--- config.mk ---
export PLATFORM = sky130hd
export DESIGN_NAME = stream_mux_rr_flat
export DESIGN_NICKNAME = d
export VERILOG_FILES = /design/src/rtl/stream_mux_rr_pkg.sv /design/src/rtl/stream_mux_rr_if.sv /design/src/rtl/stream_mux_rr_arbiter.sv /design/src/rtl/stream_mux_rr.sv /design/src/flat_wrapper.sv
export SDC_FILE = /design/constraint.sdc
export NUM_CORES = 1
export LEC_CHECK = 0
export ABC_AREA = 1
export CAP_MARGIN = 15
export CORE_MARGIN = 2
export CORE_UTILIZATION = 45
export DETAILED_ROUTE_END_ITERATION = 10
export DONT_BUFFER_PORTS = 1
export GPL_ROUTABILITY_DRIVEN = 0
export PLACE_DENSITY = 0.6
export SKIP_CTS_REPAIR_TIMING = 1
export SLEW_MARGIN = 20
export SYNTH_ARGS = -nofsm -noshare
export SYNTH_HDL_FRONTEND = slang
export SYNTH_SLANG_ARGS = --single-unit
--- constraint.sdc ---
create_clock -name clk -period 2.7 [get_ports clk]
set_input_delay 0.675 -clock clk [delete_from_list [all_inputs] [get_ports clk]]
set_output_delay 0.675 -clock clk [all_outputs]
set_load 0.02 [all_outputs]
--- src/rtl/stream_mux_rr_pkg.sv ---
// stream_mux_pkg: shared definitions for the stream_mux_rr slice.
//   MODE_RR / MODE_FIXED : values of prio_mode
//   lock_state_t         : packet-lock FSM state encoding
//   sel_w()              : source-index width, max(1, $clog2(n))
package stream_mux_pkg;

  localparam logic MODE_RR    = 1'b0;
  localparam logic MODE_FIXED = 1'b1;

  typedef enum logic {
    UNLOCKED = 1'b0,
    LOCKED   = 1'b1
  } lock_state_t;

  function automatic int sel_w(input int n);
    return (n <= 2) ? 1 : $clog2(n);
  endfunction

endpackage

--- src/rtl/stream_mux_rr_if.sv ---
// stream_mux_rr_if: N producer streams in, one consumer stream out.
//   prio_mode             : 0 round-robin, 1 fixed priority
//   in_valid/in_data/in_last/in_ready : per-channel producer handshake
//   out_valid/out_data/out_last/out_src/out_ready : consumer handshake
//   dbg_state/dbg_rr_ptr/dbg_lock_ch  : internal state visibility
//
// Handshake: a beat moves when valid && ready are both high at a rising
// clock edge. valid never depends on ready; ready may depend on valid.
// Once raised, the producer side is free to change valid/data each
// cycle (the mux re-arbitrates every cycle it can load).
//
// Modports: master = the environment (producers + consumer),
//           slave  = the multiplexer.
interface stream_mux_rr_if
  import stream_mux_pkg::*;
#(
  parameter int WIDTH = 32,
  parameter int N_IN  = 4,
  parameter int SEL_W = sel_w(N_IN)
) ();

  logic                  prio_mode;
  logic [N_IN-1:0]       in_valid;
  logic [N_IN*WIDTH-1:0] in_data;
  logic [N_IN-1:0]       in_last;
  logic [N_IN-1:0]       in_ready;
  logic                  out_valid;
  logic [WIDTH-1:0]      out_data;
  logic                  out_last;
  logic [SEL_W-1:0]      out_src;
  logic                  out_ready;
  lock_state_t           dbg_state;
  logic [SEL_W-1:0]      dbg_rr_ptr;
  logic [SEL_W-1:0]      dbg_lock_ch;

  modport master (
    output prio_mode, in_valid, in_data, in_last, out_ready,
    input  in_ready, out_valid, out_data, out_last, out_src,
           dbg_state, dbg_rr_ptr, dbg_lock_ch
  );

  modport slave (
    input  prio_mode, in_valid, in_data, in_last, out_ready,
    output in_ready, out_valid, out_data, out_last, out_src,
           dbg_state, dbg_rr_ptr, dbg_lock_ch
  );

endinterface

--- src/rtl/stream_mux_rr_arbiter.sv ---
// rr_arbiter: combinational request arbiter.
//   req        : per-channel requests
//   ptr        : first index searched in round-robin mode
//   fixed      : 1 = lowest requesting index wins, ptr ignored
//   gnt_onehot : one-hot grant (all zero when nothing requests)
//   gnt_idx    : binary grant index (0 when nothing requests)
//   any        : at least one request present
module rr_arbiter #(
  parameter int N_IN  = 4,
  parameter int SEL_W = 2
) (
  input  logic [N_IN-1:0]  req,
  input  logic [SEL_W-1:0] ptr,
  input  logic             fixed,
  output logic [N_IN-1:0]  gnt_onehot,
  output logic [SEL_W-1:0] gnt_idx,
  output logic             any
);

  int idx;

  // Walk the channels starting at ptr (or 0 in fixed mode), wrapping at
  // N_IN; the first requester found owns the grant.
  always_comb begin
    gnt_idx = '0;
    any     = 1'b0;
    idx     = 0;
    for (int k = 0; k < N_IN; k++) begin
      idx = fixed ? k : (int'(ptr) + k) % N_IN;
      if (!any && req[idx]) begin
        any     = 1'b1;
        gnt_idx = SEL_W'(idx);
      end
    end
  end

  always_comb begin
    gnt_onehot = '0;
    for (int i = 0; i < N_IN; i++) begin
      gnt_onehot[i] = any && (gnt_idx == SEL_W'(i));
    end
  end

endmodule

--- src/rtl/stream_mux_rr.sv ---
// stream_mux_rr: N:1 stream multiplexer with round-robin / fixed-priority
// arbitration, multi-beat packet lock and a single registered output stage.
//   clk, rst_n : clock, asynchronous active-low reset
//   bus        : stream_mux_rr_if.slave (producer inputs, consumer output,
//                debug view of lock FSM, rr_ptr and lock_ch)
module stream_mux_rr
  import stream_mux_pkg::*;
#(
  parameter int WIDTH = 32,
  parameter int N_IN  = 4
) (
  input  logic            clk,
  input  logic            rst_n,
  stream_mux_rr_if.slave  bus
);

  localparam int SEL_W = sel_w(N_IN);

  lock_state_t      state;
  logic [SEL_W-1:0] rr_ptr;
  logic [SEL_W-1:0] lock_ch;
  logic [SEL_W-1:0] gnt_idx;
  logic [SEL_W-1:0] sel;
  logic [N_IN-1:0]  arb_gnt;
  logic [N_IN-1:0]  ready;
  logic             arb_any;
  logic             load;
  logic             accept;
  logic             sel_last;
  logic [WIDTH-1:0] sel_data;

  function automatic logic [SEL_W-1:0] next_ptr(input logic [SEL_W-1:0] g);
    return (int'(g) == N_IN - 1) ? '0 : g + SEL_W'(1);
  endfunction

  rr_arbiter #(
    .N_IN  (N_IN),
    .SEL_W (SEL_W)
  ) u_arb (
    .req        (bus.in_valid),
    .ptr        (rr_ptr),
    .fixed      (bus.prio_mode == MODE_FIXED),
    .gnt_onehot (arb_gnt),
    .gnt_idx    (gnt_idx),
    .any        (arb_any)
  );

  // The output register can take a beat when empty or draining this cycle,
  // which gives pass-through with no bubble under continuous out_ready.
  // While locked the arbiter result is ignored and lock_ch is offered
  // ready regardless of its valid. rst_n gates ready so nothing appears
  // accepted while reset is held.
  always_comb begin
    load  = !bus.out_valid || bus.out_ready;
    sel   = (state == LOCKED) ? lock_ch : gnt_idx;
    ready = '0;
    if (rst_n && load) begin
      if (state == LOCKED) begin
        for (int i = 0; i < N_IN; i++) ready[i] = (lock_ch == SEL_W'(i));
      end else begin
        ready = arb_gnt;
      end
    end
    accept   = |(ready & bus.in_valid);
    sel_data = bus.in_data[int'(sel)*WIDTH +: WIDTH];
    sel_last = bus.in_last[sel];
  end

  assign bus.in_ready    = ready;
  assign bus.dbg_state   = state;
  assign bus.dbg_rr_ptr  = rr_ptr;
  assign bus.dbg_lock_ch = lock_ch;

  // Output register, rr_ptr and lock FSM. In LOCKED the pointer is only
  // moved by the closing beat, so a long packet does not skew fairness.
  always_ff @(posedge clk or negedge rst_n) begin
    if (!rst_n) begin
      bus.out_valid <= 1'b0;
      bus.out_data  <= '0;
      bus.out_last  <= 1'b0;
      bus.out_src   <= '0;
      rr_ptr        <= '0;
      lock_ch       <= '0;
      state         <= UNLOCKED;
    end else begin
      if (accept) begin
        bus.out_valid <= 1'b1;
        bus.out_data  <= sel_data;
        bus.out_last  <= sel_last;
        bus.out_src   <= sel;
        if (state == UNLOCKED) begin
          if (!sel_last) begin
            state   <= LOCKED;
            lock_ch <= sel;
          end
          if (bus.prio_mode == MODE_RR) rr_ptr <= next_ptr(sel);
        end else if (sel_last) begin
          state <= UNLOCKED;
          if (bus.prio_mode == MODE_RR) rr_ptr <= next_ptr(lock_ch);
        end
      end else if (bus.out_ready) begin
        bus.out_valid <= 1'b0;
      end
    end
  end

endmodule

--- src/flat_wrapper.sv ---
// flat-port wrapper written by rule: the top's interface ports become plain ports
module stream_mux_rr_flat import stream_mux_pkg::*;
#(
  parameter int WIDTH = 32,
  parameter int N_IN  = 4
)
  (clk, rst_n, bus_prio_mode, bus_in_valid, bus_in_data, bus_in_last, bus_out_ready, bus_in_ready, bus_out_valid, bus_out_data, bus_out_last, bus_out_src, bus_dbg_state, bus_dbg_rr_ptr, bus_dbg_lock_ch);
  stream_mux_rr_if #(.WIDTH(WIDTH), .N_IN(N_IN)) bus_i ();
  input  logic clk;
  input  logic rst_n;
  input wire logic [$bits(bus_i.prio_mode)-1:0] bus_prio_mode;
  input wire logic [$bits(bus_i.in_valid)-1:0] bus_in_valid;
  input wire logic [$bits(bus_i.in_data)-1:0] bus_in_data;
  input wire logic [$bits(bus_i.in_last)-1:0] bus_in_last;
  input wire logic [$bits(bus_i.out_ready)-1:0] bus_out_ready;
  output wire logic [$bits(bus_i.in_ready)-1:0] bus_in_ready;
  output wire logic [$bits(bus_i.out_valid)-1:0] bus_out_valid;
  output wire logic [$bits(bus_i.out_data)-1:0] bus_out_data;
  output wire logic [$bits(bus_i.out_last)-1:0] bus_out_last;
  output wire logic [$bits(bus_i.out_src)-1:0] bus_out_src;
  output wire logic [$bits(bus_i.dbg_state)-1:0] bus_dbg_state;
  output wire logic [$bits(bus_i.dbg_rr_ptr)-1:0] bus_dbg_rr_ptr;
  output wire logic [$bits(bus_i.dbg_lock_ch)-1:0] bus_dbg_lock_ch;
  assign bus_i.prio_mode = bus_prio_mode;
  assign bus_i.in_valid = bus_in_valid;
  assign bus_i.in_data = bus_in_data;
  assign bus_i.in_last = bus_in_last;
  assign bus_i.out_ready = bus_out_ready;
  assign bus_in_ready = bus_i.in_ready;
  assign bus_out_valid = bus_i.out_valid;
  assign bus_out_data = bus_i.out_data;
  assign bus_out_last = bus_i.out_last;
  assign bus_out_src = bus_i.out_src;
  assign bus_dbg_state = bus_i.dbg_state;
  assign bus_dbg_rr_ptr = bus_i.dbg_rr_ptr;
  assign bus_dbg_lock_ch = bus_i.dbg_lock_ch;
  stream_mux_rr #(.WIDTH(WIDTH), .N_IN(N_IN)) u_core (.clk(clk), .rst_n(rst_n), .bus(bus_i));
endmodule
-- Yosys cells after proc, flatten, opt, wreduce, memory -nomap -nowiden
Cells that the tools add are included.
- multiplexer cells: 38
- bitwise logic cells: 6
- magnitude comparators: 5
- shift-type cells: 1
- $mul: 0
- $add $sub $neg: 5
- eq/ne operators: 11
- divide/modulo/power cells: 0
- reductions and logical operators: 22
- operators by type and width (operator ; number):
    $shiftx A128 B8 Y32 ; 1
    $lt A32 B4 Y1 const B ; 3
    $mux W32 ; 3
    $mux W2 ; 12
    $mux W1 ; 16
    $bmux W1 S2 ; 5
    $eq A2 B1 Y1 const B ; 4
    $eq A2 B2 Y1 const B ; 4
    $logic_and A1 B1 Y1 ; 8
    $mux W4 ; 2
    $add A2 B1 Y2 const B ; 3
    $lt A2 B3 Y1 const B ; 2
    $reduce_or A2 Y1 ; 3
    $add A2 B2 Y2 const B ; 2
    $and A4 B4 Y4 ; 1
    $logic_not A1 Y1 ; 4
    $logic_not A2 Y1 ; 2
    $ne A2 B2 Y1 const B ; 2
    $reduce_and A4 Y1 ; 1
    $reduce_or A4 Y1 ; 1
    $and A1 B1 Y1 const A ; 3
    $reduce_and A3 Y1 ; 1
    $ne A2 B1 Y1 const B ; 1
    $not A1 Y1 ; 2
    2 further kinds ; 2
- bits in latches: 0
- flip-flop bits (word level): 41
- RAM bits: 0
- memories kept: 0
- output and inout port bits: 45
- input port bits: 140
- memory bits (read-only): 0

-- Logic depth before layout (Yosys ltp)
Gate-level depths: netlist (run 1).
- depth in word-level cells: 22
- gate-level depth with buffers: 22
- gate-level depth less buffers: 20

-- Cells and area by module
From an unflattened synthesis (run 1), not the netlist that was laid out.
- cell total of the unflattened synthesis: 532
- area, all modules: 3408.3 sq um
- modules (own cells, without submodules) (module ; area an instance (sq um) ; seq. area each (sq um) ; cells each ; times used):
    stream_mux_rr ; 2920.3 ; 1026.0 ; 452 ; 1
    rr_arbiter ; 488.0 ; 0.0 ; 80 ; 1

-- Worst setup path after synthesis (run 1)
OpenSTA, ideal clock, no wires.
- path type: in2reg
- from: in bus_prio_mode
- to: reg u_core.rr_ptr[1], in the netlist u_core.bus.dbg_rr_ptr[1]
- arrival: 2.389 ns
- stages on the path: 21
- required time: 2.582 ns
- buffers on the path: 1
- setup slack: 0.193 ns
- cell sequence: inv_4 nand2_2 nand2_1 nand2_2 nand2_2 nand2_2 nand2_1 nand2_1 nand2_2 nand2_1 nand2_1 nand2_1 nor2_1 nand2_1 nand2_1 inv_1 nand2_2 buf_6 nand3_1 nand2_1 nand2_1
- longest elaborated chain between the ends: 21
- elaborated cells between the ends (all ways): 54
- classes of those cells: add/sub: 1; eq/ne: 7; mux: 32; bitwise: 1; reduce/logical: 13
- ends and longest elaborated chain (item ; RTL line ; RTL):
    start: declaration ; flat_wrapper.sv:11 ; input wire logic [$bits(bus_i.prio_mode)-1:0] bus_prio_mode;
    $mux W2 ; stream_mux_rr_arbiter.sv:29 ; idx = fixed ? k : (int'(ptr) + k) % N_IN;
    $bmux W1 S2 ; stream_mux_rr_arbiter.sv:30 ; if (!any && req[idx]) begin
    $mux W1 (implied by the code) (2 in a row) ; stream_mux_rr_arbiter.sv:30 ;
    $mux W1 ; stream_mux_rr_arbiter.sv:30 ;
    $logic_not A1 Y1 ; stream_mux_rr_arbiter.sv:30 ;
    $logic_and A1 B1 Y1 ; stream_mux_rr_arbiter.sv:30 ;
    $mux W1 ; stream_mux_rr_arbiter.sv:30 ;
    $logic_not A1 Y1 ; stream_mux_rr_arbiter.sv:30 ;
    [... 5 more ...] ; - ;
    $eq A2 B2 Y1 ; stream_mux_rr_arbiter.sv:40 ; gnt_onehot[i] = any && (gnt_idx == SEL_W'(i));
    $logic_and A1 B1 Y1 * ; stream_mux_rr_arbiter.sv:40 ;
    $mux W4 * ; stream_mux_rr.sv:58 ; if (state == LOCKED) begin
    $mux W4 * ; stream_mux_rr.sv:57 ; if (rst_n && load) begin
    net bus_in_ready[2] ; flat_wrapper.sv:16 ; output wire logic [$bits(bus_i.in_ready)-1:0] bus_in_ready;
    $and A4 B4 Y4 * ; stream_mux_rr.sv:64 ; accept = |(ready & bus.in_valid);
    $reduce_or A4 Y1 * ; stream_mux_rr.sv:64 ;
    $reduce_and A4 Y1 (no line) * ; - ;
    end signal: assignment ; stream_mux_rr.sv:96 ; if (bus.prio_mode == MODE_RR) rr_ptr <= next_ptr(sel);
    end signal: assignment ; stream_mux_rr.sv:99 ; if (bus.prio_mode == MODE_RR) rr_ptr <= next_ptr(lock_ch);
    end: declaration ; stream_mux_rr.sv:20 ; logic [SEL_W-1:0] rr_ptr;
Mark *: on every way through the listed nets, which the timed path passes. The rest lies on a longest branch. The select of a mux whose other input is x is not followed.
A chain may end at the register's enable or synchronous reset.

-- Final worst setup path (run 1)
- from: reg u_core.rr_ptr[0], in the netlist u_core.bus.dbg_rr_ptr[0]
- to: out bus_in_ready[3]
- longest elaborated chain between the ends: 18
- elaborated cells between the ends (all ways): 37
- classes of those cells: add/sub: 3; eq/ne: 1; mux: 26; reduce/logical: 7
- ends and longest elaborated chain (item ; RTL line):
    parallel branches: the longest is 15 deep, another holds $add A2 B1 Y2 ; -
    $logic_and A1 B1 Y1 * ; stream_mux_rr_arbiter.sv:40
    $mux W4 * ; stream_mux_rr.sv:58
    $mux W4 * ; stream_mux_rr.sv:57
    end: declaration ; flat_wrapper.sv:16
Mark *: on every way between the ends. The select of a mux whose other input is x is not followed.

==> results of run 1 <==
worst reg2reg max path, cell delays in order, from the launching register on:
cell,delay [ns]
dfrtp_2,0.49
buf_6,0.15
nand3_2,0.11
nand2_2,0.12
inv_1,0.07
o21ai_1,0.18
nand4_1,0.19
buf_4,0.19
nand2_1,0.10
inv_1,0.11
buf_4,0.18
nand3_1,0.10
nand2_1,0.13
nor2_2,0.12
nand2_2,0.08
nand2_1,0.06
o21ai_1,0.06
kinds of logic (layout without fill, tap and decap cells):
| logic type | Yosys count | count (layout) | synth area share (%) |
|---|---|---|---|
| adders and majority gates | 5 | 5 | 1.98 |
| and+or+nand+nor | 281 | 281 | 37.6 |
| buffers and inverters | 57 | 60 | 9.66 |
| AOI/OAI and AO/OA | 103 | 103 | 18.3 |
| DFF | 41 | 41 | 32.4 |
registers in the layout, summed over array words and instances (netlist names):
signal / cells
u_core.bus.dbg_lock_ch: 2
u_core.bus.dbg_rr_ptr: 2
u_core.bus.dbg_state: 1
u_core.bus.out_data: 32
u_core.bus.out_last: 1
u_core.bus.out_src: 2
u_core.bus.out_valid: 1
layout make-up:
| type | count | share of cell area [%] |
|---|---|---|
| clock buffers | 6 | 2.08 |
| clock inverters | 1 | 0.251 |
| inverters | 26 | 2.86 |
| multi-input cells | 389 | 53.7 |
| flip-flops and latches | 41 | 29.4 |
| well taps | 96 | 3.44 |
| repair buffers | 27 | 8.27 |
layer usage:
metal	GRT usage, %	up-vias	part of all wire, %
met5	0	-	0
met4	5.03	0	0.77
met3	4.81	6	8.2
met2	37.0	142	48
met1	28.9	1416	43
li1	-	1592	-
layout by cell type, fill, tap and decap left out, types with 2 or more instances in the layout:
cell type	netlist	routed
buf_12	0	6
buf_4	7	18
buf_6	2	3
clkbuf_8	0	5
dfrtp_1	41	40
ha_1	5	5
inv_1	22	22
inv_2	3	3
nand2_1	157	157
nand2_2	15	15
nand3_1	14	11
nand3_2	0	3
nand3b_1	2	2
nand4_1	5	5
nor2_1	76	71
nor2_2	3	5
nor2_4	0	3
o211ai_1	5	5
o21ai_0	56	56
o21ai_1	7	7
o22ai_1	28	28
o31ai_1	5	5
or2_2	5	5
worst max path at each step:
| stage | start | endpoint | slack [ns] |
|---|---|---|---|
| 3_3_place_gp | bus_prio_mode | bus_in_ready[2] | 0.1 |
| 6_report | u_core.bus.dbg_rr_ptr[0] | bus_in_ready[3] | 0.03 |
| 2_1_floorplan | bus_prio_mode | u_core.bus.dbg_rr_ptr[1] | 0.19 |
| 5_1_grt | u_core.bus.dbg_rr_ptr[0] | bus_in_ready[2] | -0.05 |
| 4_1_cts | u_core.bus.dbg_rr_ptr[0] | bus_in_ready[2] | -0.12 |
| 3_5_place_dp | bus_prio_mode | u_core.bus.dbg_lock_ch[0] | 0.09 |
power by group through the flow:
stage               clock network (mW)  registers (mW)  logic (mW)
global route                     0.430            1.55        3.89
global placement                     0            1.53        3.23
detailed placement                   0            1.53        3.32
finish                           0.401            1.51        3.43
CTS                              0.419            1.52        3.33
floorplan                            0            1.46        2.61
==> flow_metrics.env, run 1 <==
export IMPL_cts_tree="built"
export IMPL_pin_count=185
export IMPL_fillers=715
export IMPL_status="finished, final reports clean"
export IMPL_fin_crit_sh_pct=98.9
export IMPL_rr_worst_depth=16
export IMPL_postRouteAntennaNets=0
export IMPL_cts_sinks=41
export IMPL_start_kind="flop"
export IMPL_cpMostUsedCell="nor2_4"
export IMPL_clkTransAtPathRegs_ns=0.08
export IMPL_rows=30
export IMPL_cts_htree_levels=2
export IMPL_final_cells=586
export IMPL_critPathArrivalTime_ns=1.99
export IMPL_crit_cells=11
export IMPL_crit_chain="inv_2 > nor2_4 > nand2_1 > nand2_2 > buf_12 > nor2_4 > nand4_1 > nand4_1 > nand2_1 > nor2_4 > buf_6"
export IMPL_die_area_um2=7710
export IMPL_max_slew_margin_rel_pct=72.5
export IMPL_cp_max_fo=6
export IMPL_clockPowerShare_pct=7.5
export IMPL_synth_top_area_cell="dfrtp_1"
export IMPL_setup_tns_ns=0
export IMPL_grt_use_total_pct=21.9
export IMPL_dpl_cell_area_um2=3300
export IMPL_vias=3156
export IMPL_grt_overflow_total=0
export IMPL_num_antenna_cells=0
export IMPL_grt_pass1_wl_um=13300
export IMPL_skew_ns=0.00518
export IMPL_numCtsBuffers=5
export IMPL_grt_pass1_vias=2735
export IMPL_cp_top_family="simple AND/OR/NAND/NOR gates"
export IMPL_num_nets_final=635
export IMPL_fin_ws_ns=0.0306
export IMPL_r2r_start="u_core.bus.dbg_rr_ptr[0]"
export IMPL_grt_max_degree=43
export IMPL_r2r_end="u_core.bus.dbg_lock_ch[0]"
export IMPL_ys_seq_elements=41
export IMPL_finalHoldViolCount=0
export IMPL_switchingPower_mw=2.91
export IMPL_crit_buf_inv=3
export IMPL_die_w_um=87.8
export IMPL_p_leak_nw=1.73
export IMPL_synth_top_area_share_pct=32.4
export IMPL_worst_setup_path_type="reg -> out"
export IMPL_area_growth_pct=10.5
export IMPL_avgSynthCellArea_um2=6.49
export IMPL_syn_num_nets=632
export IMPL_clock_latency_ns=0.29
export IMPL_start_util_pct=46.5
export IMPL_finalInstanceArea_um2=3490
export IMPL_share_comb_of_total_power_pct=64.2
export IMPL_cts_root_buf="clkbuf_8"
export IMPL_synth_area_top_cells="dfrtp_1 (32%), nand2_1 (19%), nor2_1 (9.0%), o21ai_0 (8.9%), o22ai_1 (5.5%)"
export IMPL_postSynthCellCount=487
export IMPL_p_int_mw=2.44
export IMPL_yosysMostFrequentCell="nand2_1"
export IMPL_antenna_found_initial=0
export IMPL_dp_cells=574
export IMPL_synthFlopType="dfrtp_1"
export IMPL_layout_drive_gt1_share_pct=14.9
export IMPL_first_pass_iters=4
export IMPL_max_cap_violations=0
export IMPL_p_total_mw=5.34
export IMPL_rsz0062_at_grt="true"
export IMPL_required_ns=2.03
export IMPL_critPathMaxStageDelay_ns=0.50
export IMPL_worstMarginPinSlew_ns=0.408
export IMPL_worst_path_max_delay_cell="dfrtp_2"
export IMPL_synth_commonest_cells="nand2_1 (157), nor2_1 (76), o21ai_0 (56), dfrtp_1 (41), o22ai_1 (28)"
export IMPL_core_area_um2=6790
export IMPL_p_per_area_nw_per_um2=1530
export IMPL_synth_edf_count=0
export IMPL_dpl_worst_slack_ns=0.0899
export IMPL_cts_buffer_depth=2
export IMPL_drc_errors=0
export IMPL_wl_per_cell_um=15.3
export IMPL_reg2reg_setup_slack_ns=0.16
export IMPL_wl_um=8970
export IMPL_whs_ns=0.0720
export IMPL_setup_worst_path_end_class="output port"
export IMPL_port_buffers=0
export IMPL_vias_per_cell=5.39
export IMPL_slew_viol_final=0
export IMPL_synthDistinctLibCells=31
export IMPL_multi_input_area_um2=1880
export IMPL_max_vdd_ir_drop_uv=762
export IMPL_async_reset_ff_share_pct=100
export IMPL_setup_viol=0
export IMPL_yosysSeqAreaShare_pct=32.4
export IMPL_clock_fmax_mhz=375
export IMPL_drt_initial_drc_count=92
export IMPL_die_h_um=87.8
export IMPL_switching_share_pct=54.4
export IMPL_fin_crit_ns=2.67
export IMPL_ys_warn_count=0
export IMPL_synthesis_area_um2=3160
export IMPL_p_seq_share_pct=28.3
export IMPL_hp_class="in -> async"
export IMPL_place_hpwl_um=6730
export IMPL_seqCellArea_um2=1030
export IMPL_final_core_util_pct=51.4
Note: power is estimated with default switching activity, not from simulation.
==> run 2: changes to the inputs <==
--- a/config.mk
+++ b/config.mk
@@ -9,11 +9,12 @@
 export CAP_MARGIN = 15
 export CORE_MARGIN = 2
 export CORE_UTILIZATION = 45
+export CTS_BUF_LIST = sky130_fd_sc_hd__clkbuf_2
+export CTS_CLUSTER_DIAMETER = 200
 export DETAILED_ROUTE_END_ITERATION = 10
 export DONT_BUFFER_PORTS = 1
 export GPL_ROUTABILITY_DRIVEN = 0
 export PLACE_DENSITY = 0.6
-export SKIP_CTS_REPAIR_TIMING = 1
 export SLEW_MARGIN = 20
 export SYNTH_ARGS = -nofsm -noshare
 export SYNTH_HDL_FRONTEND = slang
==> flow_metrics.env, run 2 (synthesis gave the netlist of run 1 again) <==
export IMPL_status="complete, but fails checks"
export IMPL_violations="setup timing"
export IMPL_p_int_mw=2.43
export IMPL_cp_max_fo=8
export IMPL_area_growth_pct=13.6
export IMPL_layout_drive_gt1_share_pct=19.3
export IMPL_critPathArrivalTime_ns=2.05
export IMPL_reg2reg_setup_slack_ns=0.04
export IMPL_setup_viol=3
export IMPL_switchingPower_mw=2.98
export IMPL_cts_tree="built"
export IMPL_skew_ns=0.0133
export IMPL_wl_um=9320
export IMPL_p_leak_nw=1.78
export IMPL_cts_htree_levels=2
export IMPL_clock_latency_ns=0.40
export IMPL_fillers=714
export IMPL_grt_max_degree=42
export IMPL_dp_cells=574
export IMPL_drt_initial_drc_count=121
export IMPL_use_met1_pct=29.4
export IMPL_grt_busiest_layer="met2"
export IMPL_start_util_pct=46.5
export IMPL_port_buffers=0
export IMPL_fin_ws_ns=-0.0266
export IMPL_grt_use_met3_pct=3.68
export IMPL_max_slew_margin_rel_pct=72.1
export IMPL_die_h_um=87.8
export IMPL_final_cell_mix="nand2_1 (150), nor2_1 (71), o21ai_0 (56)"
export IMPL_switching_share_pct=55.1
export IMPL_final_common_cell="nand2_1"
export IMPL_regMostFlops="u_core.bus.out_data"
export IMPL_cts_sinks=41
export IMPL_slew_viol_final=0
export IMPL_numCtsBuffers=5
export IMPL_max_cap_violations=0
export IMPL_place_hpwl_um=6730
export IMPL_hp_class="in -> async"
export IMPL_share_comb_of_total_power_pct=67.2
export IMPL_cts_buffer_depth=2
export IMPL_grt_use_total_pct=22.5
export IMPL_core_area_um2=6790
export IMPL_num_antenna_cells=0
export IMPL_rr_worst_depth=19
export IMPL_largest_register_ffs=32
export IMPL_final_cells=598
export IMPL_vias=3239
export IMPL_max_vdd_ir_drop_uv=754
export IMPL_gr_usage_met2_pct=39.4
export IMPL_num_nets_final=647
export IMPL_multi_input_area_um2=1920
export IMPL_required_ns=2.03
export IMPL_grt_pass1_wl_um=13700
export IMPL_r2r_end="u_core.bus.dbg_lock_ch[0]"
export IMPL_grt_pass1_vias=2835
export IMPL_p_seq_share_pct=27.7
export IMPL_fin_crit_sh_pct=101
export IMPL_drc_errors=0
export IMPL_first_pass_iters=4
export IMPL_whs_ns=0.0710
export IMPL_cts_root_buf="clkbuf_2"
export IMPL_rsz0062_at_grt="true"
export IMPL_grt_overflow_total=0
export IMPL_clkTransAtPathRegs_ns=0.22
export IMPL_r2r_start="u_core.bus.dbg_rr_ptr[0]"
export IMPL_dpl_cell_area_um2=3300
export IMPL_fin_crit_ns=2.73
export IMPL_seqCellArea_um2=1030
export IMPL_start_kind="flop"
export IMPL_clock_fmax_mhz=367
export IMPL_vias_per_cell=5.42
export IMPL_pin_count=185
export IMPL_worstMarginPinSlew_ns=0.414
export IMPL_setup_worst_path_end_class="output port"
export IMPL_die_w_um=87.8
export IMPL_postRouteAntennaNets=0
export IMPL_clockPowerShare_pct=5.1
export IMPL_antenna_found_initial=0
export IMPL_wl_per_cell_um=15.6
export IMPL_die_area_um2=7710
export IMPL_worst_setup_path_type="reg -> out"
export IMPL_finalHoldViolCount=0
export IMPL_p_per_area_nw_per_um2=1510
export IMPL_rows=30
export IMPL_finalInstanceArea_um2=3590
[run 2: worst max-delay path, stage by stage (launching register included)]
cell,delay [ns]
dfrtp_2,0.47
buf_6,0.14
nand2_8,0.08
nand2_2,0.08
nand2_4,0.08
nand2_2,0.07
nand2_4,0.08
nand4_1,0.12
nand4_1,0.17
nand2_1,0.08
nor2_2,0.14
buf_6,0.13
[run 2: how the worst max path moves through the flow]
| stage | endpoint | from | cells past startpoint | slack [ns] |
|---|---|---|---|---|
| 2_1_floorplan | u_core.bus.dbg_rr_ptr[1] | bus_prio_mode | 21 | 0.19 |
| 3_3_place_gp | bus_in_ready[2] | bus_prio_mode | 10 | 0.1 |
| 3_5_place_dp | u_core.bus.dbg_lock_ch[0] | bus_prio_mode | 17 | 0.09 |
| 4_1_cts | bus_in_ready[1] | u_core.bus.dbg_rr_ptr[0] | 13 | -0.06 |
| 5_1_grt | bus_in_ready[2] | u_core.bus.dbg_rr_ptr[0] | 12 | -0.17 |
| 6_report | bus_in_ready[2] | u_core.bus.dbg_rr_ptr[0] | 11 | -0.03 |
[run 2: power by group through the flow]
stage	Sequential, mW	Combinational [mW]	Clock [mW]
final	1.50	3.64	0.276
after floorplan	1.46	2.61	0
after global placement	1.53	3.23	0
after global routing	1.53	4.10	0.305
after CTS	1.50	3.58	0.294
after detailed placement	1.53	3.32	0
[run 2: layer usage]
layer / part of all wire, % / wire length [µm]
met1: 43 / 4010
met2: 48 / 4500
met4: 0.94 / 88
met5: 0 / 0
met3: 7.8 / 725
[run 2: timing repair]
action,in CTS,in global routing
hold buffers,1,0
setup buffers,14,2
setup endpoints to repair,4,20
hold endpoints to repair,41,0
pin swaps,14,8
gates resized for setup,24,12
[run 2: final cells by class]
cell class,instances,area share [%]
clock buffers,6,0.836
multi-input cells,389,53.4
well taps,96,3.34
flip-flops and latches,41,28.6
inverters,26,2.79
repair buffers,39,10.8
clock inverters,1,0.244
[run 2: stage by stage]
| stage | utilization [%] | power [mW] | setup TNS, ns | worst slack, ns |
|---|---|---|---|---|
| 2_1_floorplan | - | 4.06 | 0 | 0.193 |
| 6_report | 52.9 | 5.41 | -0.0613 | -0.0266 |
| 3_5_place_dp | 48.6 | 4.85 | 0 | 0.0899 |
| 3_3_place_gp | 48.6 | 4.76 | 0 | 0.0991 |
| 4_1_cts | 52.2 | 5.37 | -0.169 | -0.0607 |
| 5_1_grt | 52.9 | 5.93 | -1.05 | -0.169 |
